**src/rtl/dmem_arbiter.sv**
```systemverilog
// dmem_arbiter: shares one single-port data memory between the MEM-stage
// load/store port (p0, fixed priority) and a debug/DMA master (p1).
//
// Ports:
//   clk_i, rst_ni                      clock, async active-low reset
//   pX_req/we/addr/wdata/be_i          requester access (held until gnt)
//   pX_gnt/rvalid/err/rdata_o          requester handshake and response
//   mem_req/we/addr/wdata/be_o         memory request channel
//   mem_gnt/rvalid/rdata_i             memory accept and response
//   busy_o                             an access is in flight
//
// At most one transaction is outstanding. p1 wins after MAX_WAIT
// consecutive losses. An unanswered response aborts after TIMEOUT
// RESP cycles with rvalid+err.

module dmem_arbiter #(
    parameter int unsigned MAX_WAIT = 4,
    parameter int unsigned TIMEOUT  = 16
) (
    input  logic        clk_i,
    input  logic        rst_ni,

    input  logic        p0_req_i,
    input  logic        p0_we_i,
    input  logic [31:0] p0_addr_i,
    input  logic [31:0] p0_wdata_i,
    input  logic [3:0]  p0_be_i,
    output logic        p0_gnt_o,
    output logic        p0_rvalid_o,
    output logic        p0_err_o,
    output logic [31:0] p0_rdata_o,

    input  logic        p1_req_i,
    input  logic        p1_we_i,
    input  logic [31:0] p1_addr_i,
    input  logic [31:0] p1_wdata_i,
    input  logic [3:0]  p1_be_i,
    output logic        p1_gnt_o,
    output logic        p1_rvalid_o,
    output logic        p1_err_o,
    output logic [31:0] p1_rdata_o,

    output logic        mem_req_o,
    output logic        mem_we_o,
    output logic [31:0] mem_addr_o,
    output logic [31:0] mem_wdata_o,
    output logic [3:0]  mem_be_o,
    input  logic        mem_gnt_i,
    input  logic        mem_rvalid_i,
    input  logic [31:0] mem_rdata_i,

    output logic        busy_o
);

    typedef enum logic [1:0] {
        IDLE,
        REQ,
        RESP
    } state_t;

    state_t      state;
    logic        owner;
    logic [3:0]  wait_cnt;
    logic [7:0]  tmo_cnt;
    logic        lat_we;
    logic [31:0] lat_addr;
    logic [31:0] lat_wdata;
    logic [3:0]  lat_be;

    logic        p1_wins;
    logic        tmo_hit;
    logic        done;
    logic        gnt;
    logic [31:0] rdata;

    assign p1_wins = p1_req_i &&
                     (!p0_req_i || wait_cnt == 4'(MAX_WAIT));

    // A real response in the last allowed cycle beats the timeout.
    assign tmo_hit = (state == RESP) && !mem_rvalid_i &&
                     (tmo_cnt == 8'(TIMEOUT - 1));

    assign done  = (state == RESP) && (mem_rvalid_i || tmo_hit);
    assign gnt   = (state == REQ) && mem_gnt_i;
    assign rdata = ((state == RESP) && mem_rvalid_i) ?
                   mem_rdata_i : 32'h0;

    assign p0_gnt_o    = gnt && !owner;
    assign p1_gnt_o    = gnt && owner;
    assign p0_rvalid_o = done && !owner;
    assign p1_rvalid_o = done && owner;
    assign p0_err_o    = tmo_hit && !owner;
    assign p1_err_o    = tmo_hit && owner;
    assign p0_rdata_o  = owner ? 32'h0 : rdata;
    assign p1_rdata_o  = owner ? rdata : 32'h0;

    assign mem_req_o   = (state == REQ);
    assign mem_we_o    = lat_we;
    assign mem_addr_o  = lat_addr;
    assign mem_wdata_o = lat_wdata;
    assign mem_be_o    = lat_be;
    assign busy_o      = (state != IDLE);

    always_ff @(posedge clk_i or negedge rst_ni) begin
        if (!rst_ni) begin
            state     <= IDLE;
            owner     <= 1'b0;
            wait_cnt  <= 4'd0;
            tmo_cnt   <= 8'd0;
            lat_we    <= 1'b0;
            lat_addr  <= 32'h0;
            lat_wdata <= 32'h0;
            lat_be    <= 4'h0;
        end else begin
            unique case (state)
                IDLE: begin
                    if (p0_req_i || p1_req_i) begin
                        state <= REQ;
                        owner <= p1_wins;
                        if (p1_wins) begin
                            lat_we    <= p1_we_i;
                            lat_addr  <= p1_addr_i;
                            lat_wdata <= p1_wdata_i;
                            lat_be    <= p1_be_i;
                            wait_cnt  <= 4'd0;
                        end else begin
                            lat_we    <= p0_we_i;
                            lat_addr  <= p0_addr_i;
                            lat_wdata <= p0_wdata_i;
                            lat_be    <= p0_be_i;
                            if (p1_req_i &&
                                wait_cnt != 4'(MAX_WAIT))
                                wait_cnt <= wait_cnt + 4'd1;
                        end
                    end
                end
                REQ: begin
                    if (mem_gnt_i) begin
                        state   <= RESP;
                        tmo_cnt <= 8'd0;
                    end
                end
                RESP: begin
                    if (done)
                        state <= IDLE;
                    else
                        tmo_cnt <= tmo_cnt + 8'd1;
                end
                default: state <= IDLE;
            endcase
        end
    end

endmodule

```
**config.mk**
```make
export PLATFORM = sky130hd
export DESIGN_NAME = dmem_arbiter
export DESIGN_NICKNAME = d
export VERILOG_FILES = /design/src/rtl/dmem_arbiter.sv
export SDC_FILE = /design/constraint.sdc
export NUM_CORES = 1
export LEC_CHECK = 0
export ABC_AREA = 1
export CORE_AREA = 3 3 120 122
export CTS_BUF_LIST = sky130_fd_sc_hd__clkbuf_4 sky130_fd_sc_hd__clkbuf_8 sky130_fd_sc_hd__clkbuf_16
export DETAILED_ROUTE_END_ITERATION = 12
export DIE_AREA = 0 0 123 125
export PLACE_DENSITY_LB_ADDON = 0.25
export SETUP_SLACK_MARGIN = 0.02
export SYNTH_ARGS = -nofsm -noshare
export SYNTH_HDL_FRONTEND = slang
export SYNTH_SLANG_ARGS = --single-unit
```
**constraint.sdc**
```tcl
create_clock -name clk_i -period 3.4 [get_ports clk_i]
set_input_delay 0.34 -clock clk_i [delete_from_list [all_inputs] [get_ports clk_i]]
set_output_delay 0.34 -clock clk_i [all_outputs]
set_load 0.01 [all_outputs]
```
---- Word level (Yosys, flattened, before mapping) ----
Cells that the tools add are included.
Widths: inputs -> output; s select.
word-level totals
  register bits after elaboration ......... 84
  bits in latches ......................... 0
  RAM bits ................................ 0
  bits in read-only memories .............. 0
  input bits .............................. 176
  output and inout bits ................... 141
  memories kept ........................... 0
cells by class
  $add $sub $neg .......................... 2
  multipliers ............................. 0
  divide/modulo/power cells ............... 0
  order comparisons ....................... 0
  eq/ne operators ......................... 9
  shift operators ......................... 0
  mux-type cells .......................... 16
  bitwise operators ....................... 0
  reductions and logical operators ........ 27
operator list
  kind                 count
  $mux 32              5
  $mux 8               2
  $pmux 8 s2           1
  $logic_and 1x1->1    13
  $mux 4               3
  $reduce_and 3->1     3
  $add 8x1->8 const B  1
  $eq 8x4->1 const B   1
  $mux 2               3
  $ne 2x2->1 const B   3
  $pmux 2 s3           1
  $reduce_bool 2->1    3
  $add 4x1->4 const B  1
  $eq 4x3->1 const B   1
  $ne 4x3->1 const B   1
  $logic_not 1->1      3
  $logic_or 1x1->1     3
  $eq 2x1->1 const B   1
  $eq 2x2->1 const B   1
  $logic_not 2->1      1
  $ne 2x1->1 const B   1
  $reduce_and 2->1     1
  $mux 1               1

---- Depth between registers and ports, before layout ----
Gate-level depths: netlist (run 1).
  depth in word-level cells ............... 7
  gate-level depth with buffers ........... 10
  depth with buffers taken out ............ 9

---- Worst setup path before layout (run 1) ----
OpenSTA, ideal clock, no wires.
  kind .................................... reg-to-output
  from .................................... register state[0]
  to ...................................... output port p0_rdata_o[22]
  data arrival time ....................... 1199 ps
  slack ................................... 1861 ps
  stages on the path, launching flop included .. 8
  path buffers ............................ 2
  cells stage by stage .................... dfrtp_1 -> inv_1 -> nand2_2 -> inv_2 -> nand2_1 -> buf_6 -> buf_6 -> nor3_2
on the way
  cells in the longest elaborated chain, start to end .. 4
RTL lines
  what                    line  source
  from (decl)             61    state_t state;
  from (signal assigned)  106   state <= IDLE;
  from (signal assigned)  118   state <= REQ;
  from (signal assigned)  139   state <= RESP;
  $eq 2x2->1              85    assign rdata = ((state == RESP) && mem_rvalid_i) ?
  $logic_and 1x1->1       85
  $mux 32                 85
  $mux 32                 94    assign p0_rdata_o = owner ? 32'h0 : rdata;
  to (decl)               31    output logic [31:0] p0_rdata_o,
Every way passes these cells.

---- Final worst setup path (run 1) ----
  from .................................... register state[0]
  to ...................................... output port p0_rdata_o[5]
Same word-level chain as after synthesis.

==> results by stage, run 1 <==
Logic synthesis:
- The netlist uses 27 different library cells.
- After synthesis the netlist holds a flip-flop and latch count of 84.
- The count of synthesis-stage warnings from yosys is 0.
- Synthesis produced a netlist with a net count of 930.
- The mapped cell area is 0.005185 mm².
- The share of the Yosys chip area taken by registers is 0.4054.
- The number of instances in the synthesized netlist is 751.
- The synthesized area per cell is 6.904 µm².

Clocking:
- Post-CTS repair changed the size of 0 cells.
- The tree built by TritonCTS fans out to 84 sinks.
- CTS placed an instance of sky130_fd_sc_hd__clkbuf_16 at the clock tree root.
- The TritonCTS clock tree is yes.
- In this run the post-CTS setup repair buffer count came out at 0.
- The total clock buffers created by CTS is 9.
- The worst-skew pair later-pin latency is 0.34 ns.
- The clock-pin slew on the worst setup and hold paths is 0.06 ns.
- After clock tree synthesis, the flow added hold-fix buffers numbering 0.
- The number of buffers between clock root and the deepest sink is 2.
- The deepest level of the CTS H-tree is 3.

Floorplanning:
- The height of the die is 125 µm.
- The width of the chip is 123 µm.
- The initial utilization of the core area, before any placement, comes to 0.3900.
- The region available for standard cell placement spans 0.01330 mm².
- Pin placement for this block handled 317 I/O pins.
- The standard-cell row count is 42.
- The full die area is 0.01538 mm².

Setup path:
- At the worst endpoint, the arrival time is 2.46 ns.
- The worst setup path is captured at an output pin.
- STA puts the critical path data required time at 3.06 ns.
- Among all stages on the critical path, the largest delay is contributed by sky130_fd_sc_hd__clkdlybuf4s50_1.
- Traced cell by cell, the critical path runs through inv_1 > nand2_2 > inv_2 > nand2_2 > buf_12 > nor3_1 > clkdlybuf4s50_1.
- The kind of critical path is reg -> out.
- The maximum fanout along the worst path is 47.
- The family with the most delay on the worst path is buffers and inverters.
- The maximum single-stage delay on the critical path is 0.57 ns.
- The worst path buffer plus inverter count is 4.
- STA classifies the critical path startpoint as a flop.
- The most common cell type on the critical path is sky130_fd_sc_hd__nand2_2.

Drt:
- The first routing iteration left 246 violations.
- The mean number of vias per cell is 4.571.
- Once detail routing completed, the nets flagged for antenna violations numbered 0.
- Dividing the detail-routed wire length by the instance count gives 14.50 µm.
- After detailed routing, the total wire length is 17720 µm.
- The number of iterations in the first detailed-routing pass is 4.
- The total via count after detailed routing is 5586.
- After detailed routing, the number of remaining DRC violations is 0.

Global route:
- The number of global-route vias before repair was 5145.
- For this run, global-route usage on met1 was measured as 0.2397.
- After global routing the overflow that remains totals 0.
- The pin count of the biggest net entering global routing is 72.
- For met3 alone, demand over resource in global routing was 0.09169.
- The initial antenna violation count was 0.
- Across every metal layer, demand over resource in global routing totals 0.2220.
- The most heavily used metal layer in global routing is met2.
- The first-pass GRT wire length is 26740 µm.
- For met2 alone, demand over resource in global routing was 0.3882.

Timing:
- The final count of negative-setup-slack endpoints is 0.
- The routed design could run at a clock period as short as 2.805 ns.
- Clock skew on the completed layout was measured at 0.009857 ns.
- Dividing the final minimum period by the clock period gives 0.8249.
- Across all setup checks in the final design, the least slack found is 0.5954 ns.
- At the pin with the least slew margin, the transition time is 0.8525 ns.
- The achievable clock frequency is 356.6 MHz.
- The final setup TNS is 0 ns.
- The worst slack on hold paths is 0.1122 ns.
- Setup repair after global routing left no endpoint under its margin.
- The number of pins exceeding their max-slew limit in the final report is 0.
- The worst slew slack as a fraction of its limit is 0.4317.
- The final hold violation count was 0.

Final layout:
- Of the cells placed in the final design, the portion with a size suffix greater than 1 is 0.07361.
- The most common cell after layout, fill and taps aside is sky130_fd_sc_hd__clkdlybuf4s50_1.
- The count of inserted antenna diode cells is 0.
- The net count of the finished layout is 1221.
- Leaving out fill and tap cells, the most frequent cells in the layout are 315 x sky130_fd_sc_hd__clkdlybuf4s50_1, 241 x sky130_fd_sc_hd__nand2_1, 112 x sky130_fd_sc_hd__inv_1, 88 x sky130_fd_sc_hd__nor2_1, 84 x sky130_fd_sc_hd__dfrtp_1.
- For this run, the share of the core covered by cells in the final layout is 0.6551.
- The number of inserted filler cells in the final layout is 1165.
- The layout overhead on the synthesized area is 67.98%.

Min path:
- The min-delay analysis places its worst path in the category in -> async.

Power:
- Of the total power, the share spent switching nets is 0.3867.
- Total power for the finished layout comes to 5.586 mW.
- Summed over all cells, the static leakage comes to 4.069 nW.
- VDD sags by at most 0.0003440 V.
- The net switching power is 2.160 mW.
- The portion of total power attributed to sequential cells is 0.309.
- Of the total power, the clock network draws 0.164.
- The internal power summed over all cells is 3.426 mW.
- Dividing total power by cell area gives a power density of 641.3 mW/mm².
- Of the total power, combinational logic draws 0.527.

Placed design:
- The setup slack after placement is 0.8149 ns.
- The global placement routability congestion is 0.8245.
- The post-DP HPWL is 13600 µm.
- The number of buffer cells added on primary ports is 316.

Outcome:
- The run finished with clean final reports.

Run:
- The total of max-cap violations is 0.
power groups by stage:
| stage | sequential (mW) | combinational [mW] | clock (mW) |
|---|---|---|---|
| final | 1.73 | 2.95 | 0.914 |
| after global routing | 1.79 | 3.25 | 0.974 |
| after CTS | 1.73 | 3.00 | 0.943 |
| after detailed placement | 1.73 | 2.99 | 0 |
| after global placement | 1.72 | 2.96 | 0 |
| after floorplan | 1.91 | 1.26 | 0 |
cells by family after synthesis:
family	count (synthesis)	share of synthesized area
AOI/OAI and AO/OA	78	0.07746
xor gates and xnor gates	2	0.003379
adders and majority gates	3	0.007240
buffers and inverters	160	0.1322
DFF	84	0.4054
and+or+nand+nor	424	0.3743
sequential cells by signal (all words and copies together), names as in the netlist:
register and count:
state 2, tmo_cnt 8, mem_wdata_o 32, wait_cnt 4, owner 1, mem_be_o 4
mem_addr_o 32, mem_we_o 1
through the flow:
step / std cells / cell area [µm²]
floorplan: 751 / 5185
global placement: 1207 / 8432
detailed placement: 1207 / 8432
CTS: 1222 / 8710
global route: 1222 / 8710
finish: 1222 / 8710
path summary, 6_finish.rpt:
path,start,to,slack (ns),cells past startpoint
min in group clk_i,mem_wdata_o[13]$_DFFE_PN0P_,mem_wdata_o[13]$_DFFE_PN0P_,0.48,2
max reg2reg,wait_cnt[0]$_DFFE_PN0P_,mem_addr_o[24]$_DFFE_PN0P_,1.43,9
min reg2reg,mem_wdata_o[13]$_DFFE_PN0P_,mem_wdata_o[13]$_DFFE_PN0P_,0.48,2
min,rst_ni,tmo_cnt[0]$_DFFE_PN0P_,0.11,1
max in group asynchronous,rst_ni,mem_addr_o[1]$_DFFE_PN0P_,2.57,2
max,state[0]$_DFFE_PN0P_,p0_rdata_o[5],0.60,7
metal layers:
| layer | vias up | share of wire |
|---|---|---|
| met2 | 230 | 0.50 |
| met4 | 0 | 0.024 |
| met1 | 2465 | 0.36 |
| met3 | 23 | 0.11 |
| li1 | 2868 | - |
| met5 | - | 0 |
layout make-up:
type | count | area (µm²) | area share
tap | 176 | 220.2 | 0.02528
clock inverter | 2 | 10.01 | 0.001149
sequential | 84 | 2102 | 0.2413
inverter | 115 | 431.7 | 0.04956
multi-input combinational | 507 | 2412 | 0.2770
timing repair buffer | 325 | 3266 | 0.3749
clock buffer | 13 | 267.8 | 0.03074
worst reg2reg max path: stages, from the launching register on:
cell and delay [ns]:
sky130_fd_sc_hd__dfrtp_1 0.38, sky130_fd_sc_hd__inv_1 0.08, sky130_fd_sc_hd__ha_1 0.19, sky130_fd_sc_hd__nand3_1 0.08, sky130_fd_sc_hd__nand2_1 0.08, sky130_fd_sc_hd__nand2_4 0.44
sky130_fd_sc_hd__buf_12 0.35, sky130_fd_sc_hd__nand2_1 0.12, sky130_fd_sc_hd__nand2_1 0.07, sky130_fd_sc_hd__o21ai_1 0.05
synthesized netlist by cell type, drive strengths merged:
| master | n | area share |
|---|---|---|
| nor2 | 90 | 0.066 |
| buf | 31 | 0.039 |
| nand2 | 245 | 0.18 |
| nand4 | 4 | 0.0048 |
| nor3b | 1 | 0.0014 |
| clkbuf | 14 | 0.010 |
| nand3 | 18 | 0.021 |
| o31ai | 1 | 0.0014 |
| nor3 | 66 | 0.10 |
| o21ai | 73 | 0.071 |
| xnor2 | 1 | 0.0017 |
| xor2 | 1 | 0.0017 |
| inv | 115 | 0.083 |
| dfrtp | 84 | 0.41 |
| o21bai | 2 | 0.0029 |
| a21oi | 2 | 0.0019 |
| ha | 3 | 0.0072 |
No activity file was read; power rests on OpenSTA's default activity.
==> run 2, diff against run 1 <==
--- a/config.mk
+++ b/config.mk
@@ -6,10 +6,10 @@
 export NUM_CORES = 1
 export LEC_CHECK = 0
 export ABC_AREA = 1
-export CORE_AREA = 3 3 120 122
+export CORE_AREA = 3 3 121 123
 export CTS_BUF_LIST = sky130_fd_sc_hd__clkbuf_4 sky130_fd_sc_hd__clkbuf_8 sky130_fd_sc_hd__clkbuf_16
 export DETAILED_ROUTE_END_ITERATION = 12
-export DIE_AREA = 0 0 123 125
+export DIE_AREA = 0 0 124 126
 export PLACE_DENSITY_LB_ADDON = 0.25
 export SETUP_SLACK_MARGIN = 0.02
 export SYNTH_ARGS = -nofsm -noshare
==> constraint.sdc (replaced) <==
create_clock -name clk_i -period 2.71 [get_ports clk_i]
set_input_delay 0.271 -clock clk_i [delete_from_list [all_inputs] [get_ports clk_i]]
set_output_delay 0.271 -clock clk_i [all_outputs]
set_load 0.01 [all_outputs]
==> run 2 against run 1 <==
- first-iteration DRC count is 1.2% higher
- core utilization is 1.8 points lower
- sequential power is 25% higher
- sequential share of layout area is 0.19 points lower
- highest routed layer unchanged
==> results by stage, run 2 (synthesis gave the netlist of run 1 again) <==
Timing:
- The final hold violation count was 0.
- For the pin with the worst max-slew slack, the measured transition is 0.5722 ns.
- The final critical delay including setup and external delays is 2.447 ns.
- The worst setup margin is 0.2632 ns.
- For this run, the top clock speed supported by timing is 408.7 MHz.
- Measured against its own limit, the worst slew margin works out to 0.6180.
- Setup violations remaining at the end of the flow were counted as 0.
- Dividing the final minimum period by the clock period gives 0.9029.
- The worst slack on hold paths is 0.4855 ns.
- The final setup TNS is 0 ns.
- Setup repair after global routing left no endpoint under its margin.
- On the final layout, the worst clock skew is 0.009277 ns.
- The number of pins exceeding their max-slew limit in the final report was 0.

Clocking:
- In this run the number of H-tree levels came out at 3.
- The TritonCTS clock tree is yes.
- Clock tree synthesis selected as its root buffer the cell sky130_fd_sc_hd__clkbuf_16.
- Counting the buffers created by CTS gives 9.
- The clock passes through at most 2 buffers.
- At the later pin of the worst-skew pair, clock insertion delay measures 0.34 ns.
- Clock tree synthesis found a total of 84 sinks.
- The clock-pin slew on the worst setup and hold paths is 0.06 ns.

Drt:
- The number of iterations in the first detailed-routing pass is 4.
- The mean number of vias per cell is 4.512.
- For this run, design rule violations remaining after detail routing come to 0.
- The routed layout has 5545 vias.
- The average detailed-routed wire length per instance is 14.20 µm.
- Once detail routing completed, the nets flagged for antenna violations numbered 0.
- For this block, the initial DRC count from the detailed router was 249.
- The aggregate routed wire length is 17450 µm.

Global route:
- The most heavily used metal layer in global routing is met2.
- The number of global-route vias before repair is 5110.
- In the global route stage, met2 resource usage came out at 0.3882.
- After global routing the overflow that remains totals 0.
- The pin count of the biggest net entering global routing is 85.
- The total routing usage reported by global routing is 0.2158.
- The global routing usage on met1 is 0.2420.
- The first global-routing pass estimated 26380 µm of wire.
- For met3 alone, demand over resource in global routing was 0.07858.
- The initial antenna violation count is 0.

Power:
- The largest voltage drop on the vdd net is 0.0004320 V.
- Summed over all cells, the static leakage comes to 4.078 nW.
- The power per unit of standard cell area is 806.4 mW/mm².

Floorplanning:
- The full die area is 0.01562 mm².
- Measured along the x axis, the die boundary spans 124 µm.
- The initial cell density of the core is 0.3765.
- 317 I/O pins were placed.
- The height of the die is 126 µm.
- After floorplanning, the core was sized to cover 0.01377 mm².
- The initialized floorplan defines 43 standard-cell rows.

Setup path:
- The maximum single-stage delay on the critical path is 0.57 ns.
- The worst path buffer plus inverter count is 4.
- The worst setup path is of the reg -> out kind.
- The startpoint kind of the worst setup timing path is a flop.
- The sort of element at the end of the critical path is an output pin.
- The most common cell type on the critical path is sky130_fd_sc_hd__nand2_2.
- In this run the worst path has a maximum fanout of 66.
- STA puts the critical path data required time at 2.44 ns.
- For this design, the slowest cell found on the critical path is sky130_fd_sc_hd__clkdlybuf4s50_1.
- The critical path goes through inv_1 > nand2_2 > inv_2 > nand2_2 > buf_12 > nor3_1 > clkdlybuf4s50_1.
- In this design, the largest share of critical-path delay is due to buffers and inverters.
- The critical path data arrival time is 2.18 ns.

Run:
- The total of max-cap violations is 0.

Final layout:
- Of the cells placed in the final design, the portion with a size suffix greater than 1 is 0.07531.
- The number of inserted filler cells in the final layout is 1254.
- The multi-input combinational cells in the finished layout cover a total of 0.002412 mm².
- The non-filler instance count after layout is 1229.
- Leaving out fill and tap cells, the most frequent cells in the layout are 315 x sky130_fd_sc_hd__clkdlybuf4s50_1, 241 x sky130_fd_sc_hd__nand2_1, 112 x sky130_fd_sc_hd__inv_1, 88 x sky130_fd_sc_hd__nor2_1, 84 x sky130_fd_sc_hd__dfrtp_1.
- Summing all flip-flop and latch instances after layout gives 0.002102 mm².
- The library cell used most frequently in the layout, excluding fill and tap cells, is sky130_fd_sc_hd__clkdlybuf4s50_1.
- The area growth from synthesis to layout is 69.31%.
- The net count reported at finish is 1223.
- The count of inserted antenna diode cells is 0.
- The final design utilization is 0.6374.

Placed design:
- The setup slack after placement is 0.5610 ns.
- The placed instance count is 1212.
- The HPWL after detailed placement is 13180 µm.
- At the end of routability-driven placement, the weighted congestion stood at 0.8313.
- During placement, the flow inserted port buffers numbering 316.

Min path:
- The classification of the worst-slack hold path is reg -> reg.

Outcome:
- The flow ran to the end, and the final reports show no timing, DRC or antenna violations.
run 2: final timing paths:
| path | end | start | slack (ns) | cells after the start |
|---|---|---|---|---|
| setup / recovery | p0_rdata_o[10] | state[0]$_DFFE_PN0P_ | 0.26 | 7 |
| hold / removal | mem_wdata_o[13]$_DFFE_PN0P_ | mem_wdata_o[13]$_DFFE_PN0P_ | 0.49 | 2 |
| setup reg to reg | mem_addr_o[29]$_DFFE_PN0P_ | wait_cnt[0]$_DFFE_PN0P_ | 0.89 | 9 |
| hold reg to reg | mem_wdata_o[13]$_DFFE_PN0P_ | mem_wdata_o[13]$_DFFE_PN0P_ | 0.49 | 2 |
| max in group asynchronous | mem_wdata_o[13]$_DFFE_PN0P_ | rst_ni | 1.83 | 3 |
| min in group asynchronous | tmo_cnt[6]$_DFFE_PN0P_ | rst_ni | 0.51 | 3 |
run 2: repair_timing:
item	in CTS	in global routing
setup buffers	0	0
gates resized for setup	0	0
setup endpoints to repair	0	0
endpoints found under the hold margin	37	0
hold buffers	1	0
run 2: layout make-up:
type / count / share of cell area
Timing Repair Buffer: 327 / 0.3783
Multi-Input combinational cell: 507 / 0.2748
Sequential cell: 84 / 0.2395
Inverter: 115 / 0.04917
Clock buffer: 10 / 0.02722
Tap cell: 180 / 0.02566
Clock inverter: 6 / 0.005416
run 2: power breakdown:
part           switching (mW)  internal (mW)  leakage (nW)
Combinational            1.92           1.81          2.91
Clock                   0.529          0.651         0.127
Sequential              0.337           1.84          1.04
run 2: stage by stage:
| step | total power, mW | area [µm²] |
|---|---|---|
| after floorplan | 3.985 | 5185 |
| after detailed placement | 5.966 | 8482 |
| after CTS | 7.178 | 8778 |
| after global routing | 7.616 | 8778 |
| final | 7.079 | 8778 |
| after global placement | 5.913 | 8482 |
run 2: worst register-to-register path: cells and delay by family (launching register included):
family	cells	cell delay, ns
DFF	1	0.40
and+or+nand+nor	5	0.64
AOI/OAI and AO/OA	1	0.07
adders and majority gates	1	0.19
buffers and inverters	2	0.42
run 2: per-layer routing:
layer / wire length [µm] / vias to the layer above
met5: 0 / -
met3: 1802 / 15
met2: 8810 / 218
li1: - / 2868
met1: 6618 / 2444
met4: 220 / 0
==> RTL edit 1: new RTL, config.mk and constraints of run 2 <==
One comparison of `wait_cnt` changes from == to >=.
--- a/src/rtl/dmem_arbiter.sv
+++ b/src/rtl/dmem_arbiter.sv
@@ -76,3 +76,3 @@
     assign p1_wins = p1_req_i &&
-                     (!p0_req_i || wait_cnt == 4'(MAX_WAIT));
+                     (!p0_req_i || wait_cnt >= 4'(MAX_WAIT));
 
Behaviour: same outputs for any inputs over 4 cycles, from zero or initial values and one cycle with rst_ni low; that may be too few to reach the edited logic, so the function may still have changed.
==> RTL edit 1 against run 2 <==
- critical path type unchanged
- power down 1.3%
- final area down 8.3%
- sequential cell count unchanged
- worst setup slack worse by 57 ps
- highest routed layer unchanged
- synthesized area down 13%
- wire length up 0.13%
==> RTL edit 1: results (changes against run 2) <==
stage	metric	value	unit	change
synthesis	syn_inst	606		-19%
synthesis	synth_common_cells	141 x a21oi_1, 98 x nand2_1, 87 x nor2_1		
critical_path	critical_path_arrival	2230	ps	+50 ps
finish	fin_nets	1080		-12%
global_route	grt_pass1_vias	4821		-5.7%
finish	multi_input_gates	429		-15%
drt	routed_via_density	4.78		+5.9%
finish	sequential_cell_total	84		unchanged
critical_path	max_stage_delay	600	ps	+30 ps
power_and_ir_drop	total_power	0.00699	W	-1.3%
placed_design	place_congestion	0.795		-4.4%
timing	slew_headroom	44.2	%	-18 points
synthesis	synth_cell_type_count	23		-15%
power_and_ir_drop	peakVddDrop	0.456	mV	+5.5%
placed_design	hpwl	12.8	mm	-2.9%
critical_path	r2r-end	mem_wdata_o[23]		
synthesis	synthAdderAreaFrac	0.835	%	+0.11 points
power_and_ir_drop	p_leak	3.26	nW	-20%
finish	nonClkBufAreaFrac	40.9	%	+3.1 points
synthesis	ys_top_cells_by_area	dfrtp_1 47%, a21oi_1 16%, nand2_1 8.2%		
synthesis	yosysSeqAreaShare	46.8	%	+6.2 points
global_route	grtUsageTotal	21.3	%	-0.32 points
drt	vias	5186		-6.5%
finish	clkCellAreaFrac	3.33	%	+0.063 points
power_and_ir_drop	clkPwrFrac	16.3	%	-0.4 points
status	status	finished clean		
critical_path	rrSetupSlack	970	ps	+80 ps
==> RTL edit 1: changes by cell type after synthesis, moves of 2 or more <==
cell,run 2,this run
inv_1,112,46
buf_6,7,4
nor3_1,26,65
a21oi_1,2,141
buf_4,1,5
nand4_1,4,1
o21bai_1,2,0
o21ai_0,4,6
nand2_1,242,98
o21ai_1,68,0
nor3_2,40,0
buf_2,23,20
==> RTL edit 1: stage by stage <==
stage / hold WS, ps / utilization [%] / setup slack (ps) / area (µm²)
2_1_floorplan: -24.6 / - / 1170 / 4490
3_3_place_gp: 279 / 56.4 / 508 / 7770
3_5_place_dp: 285 / 56.4 / 486 / 7770
4_1_cts: 457 / 58.4 / 183 / 8050
5_1_grt: 484 / 58.4 / 64.6 / 8050
6_report: 481 / 58.4 / 207 / 8050
==> RTL edit 1: layer usage <==
metal	GRT usage (%)	share of wire, %
met2	37.1	50
met4	6.19	1.9
met3	8.62	11
met1	23.6	37
met5	0	0
==> RTL edit 2: new RTL, settings of run 2 <==
Made on the original files. The parameter `TIMEOUT` goes from 16 to 8.
--- a/src/rtl/dmem_arbiter.sv
+++ b/src/rtl/dmem_arbiter.sv
@@ -17,3 +17,3 @@
     parameter int unsigned MAX_WAIT = 4,
-    parameter int unsigned TIMEOUT  = 16
+    parameter int unsigned TIMEOUT  = 8
 ) (
Behaviour: no difference found for any inputs over 4 cycles, from zero or initial values and one cycle with rst_ni low; that may be too few to reach the edited logic, so the function may still have changed.
==> RTL edit 2 against run 2 <==
- combinational power is 2% higher
- worst setup slack better by 28 ps
- wire length is 0.81% lower
- sequential cell count stayed put
- via count is 0.27% higher
- global-route usage is 0.33 points lower
- first-iteration DRC count is 6.0% lower
- final area is 1.5% higher
- critical path depth stayed put
- power is 1.9% higher
- synthesized area is 1.8% higher
==> RTL edit 2: results (changes against run 2) <==
stage	metric	value	unit	change
status	status	finished clean		
finish	multi_input_gates	504		-0.59%
drt	routed-wl-met2	8.36	mm	-5.1%
global_route	antenna_found_initial	1		+1
placed_design	post-place-ws	416	ps	-145 ps
synthesis	synth_top_area_share	39.8	%	-0.72 points
drt	wl_met1	6.63	mm	+0.18%
finish	drive_gt1_share	9.55	%	+2.0 points
power_and_ir_drop	peakVddDrop	0.457	mV	+5.7%
finish	clkCellAreaFrac	3.45	%	+0.19 points
timing	fin_skew	5.91	ps	-3.37 ps
global_route	grtUsageTotal	21.3	%	-0.33 points
placed_design	hpwl	13.1	mm	-0.84%
hold_path	hold_class	input port to async pin		
finish	sequential_cell_total	84		unchanged
finish	multi_input_area	0.00251	mm²	+4.0%
critical_path	path_max_fanout	64		-3.0%
placed_design	place_congestion	0.777		-6.6%
placed_design	dpl_cell_area	0.00859	mm²	+1.3%
synthesis	synth_nets	925		-0.54%
global_route	grt_max_degree	72		-15%
global_route	use_met1	24.1	%	-0.13 points
placed_design	dp_cells	1210		-0.17%
finish	clock_buffers	12		+2
timing	slew_headroom	47.7	%	-14 points
drt	drt-initial-drc-count	234		-6.0%
synthesis	synth_common_cells	238 x nand2_1, 111 x inv_1, 88 x nor2_1		
global_route	use_met3	8.89	%	+1.0 points
finish	nonClkBufAreaFrac	37.4	%	-0.43 points
finish	inverters	116		+0.87%
power_and_ir_drop	p_sw	0.00278	W	-0.19%
synthesis	yosysSeqAreaShare	39.8	%	-0.72 points
global_route	grt_util_met2	36.6	%	-2.3 points
finish	nFillCells	1209		-3.6%
drt	highest_layer	met5		
drt	vias	5560		+0.27%
-- RTL edit 2: cell types whose count changed after synthesis, sizes merged, moves of 2 or more --
cell / change
buf: -3
nand2: -4
nand3: -2
nor3: -2
nor4: +2
o21ai: +2
-- RTL edit 2: worst max path at each step --
stage	cells past startpoint	endpoint	slack [ps]	startpoint
floorplan	9	mem_addr_o[0]	1300	wait_cnt[0]
global placement	7	p1_rdata_o[31]	470	mem_rvalid_i
detailed placement	7	p1_rdata_o[31]	420	mem_rvalid_i
CTS	7	p1_rdata_o[31]	260	state[0]
global route	7	p1_rdata_o[31]	150	state[0]
finish	7	p1_rdata_o[31]	290	state[0]
-- RTL edit 2: what timing repair did --
| action | CTS | global route |
|---|---|---|
| hold buffers | 1 | 0 |
| endpoints found under the setup margin | 0 | 0 |
| hold endpoints to repair | 44 | 0 |
-- RTL edit 2: power groups by stage --
stage | Clock (W) | Sequential, W | Combinational (W)
floorplan | 0 | 0.00239 | 0.00162
global placement | 0 | 0.00216 | 0.00381
detailed placement | 0 | 0.00217 | 0.00384
CTS | 0.00130 | 0.00217 | 0.00385
global route | 0.00134 | 0.00224 | 0.00415
finish | 0.00127 | 0.00216 | 0.00378
-- RTL edit 2: cells by family (layout without fill, tap and decap cells) --
| family | after synthesis | count (layout) | share of synthesized area [%] |
|---|---|---|---|
| AO/OA/AOI/OAI | 79 | 79 | 7.92 |
| AND/OR/NAND/NOR | 419 | 419 | 38.1 |
| flip-flops | 84 | 84 | 39.8 |
| multiplexers | 1 | 1 | 0.190 |
| XOR/XNOR | 2 | 2 | 0.332 |
| adder cells (fa/ha/maj) | 3 | 3 | 0.711 |
| buffers and inverters | 158 | 459 | 12.9 |
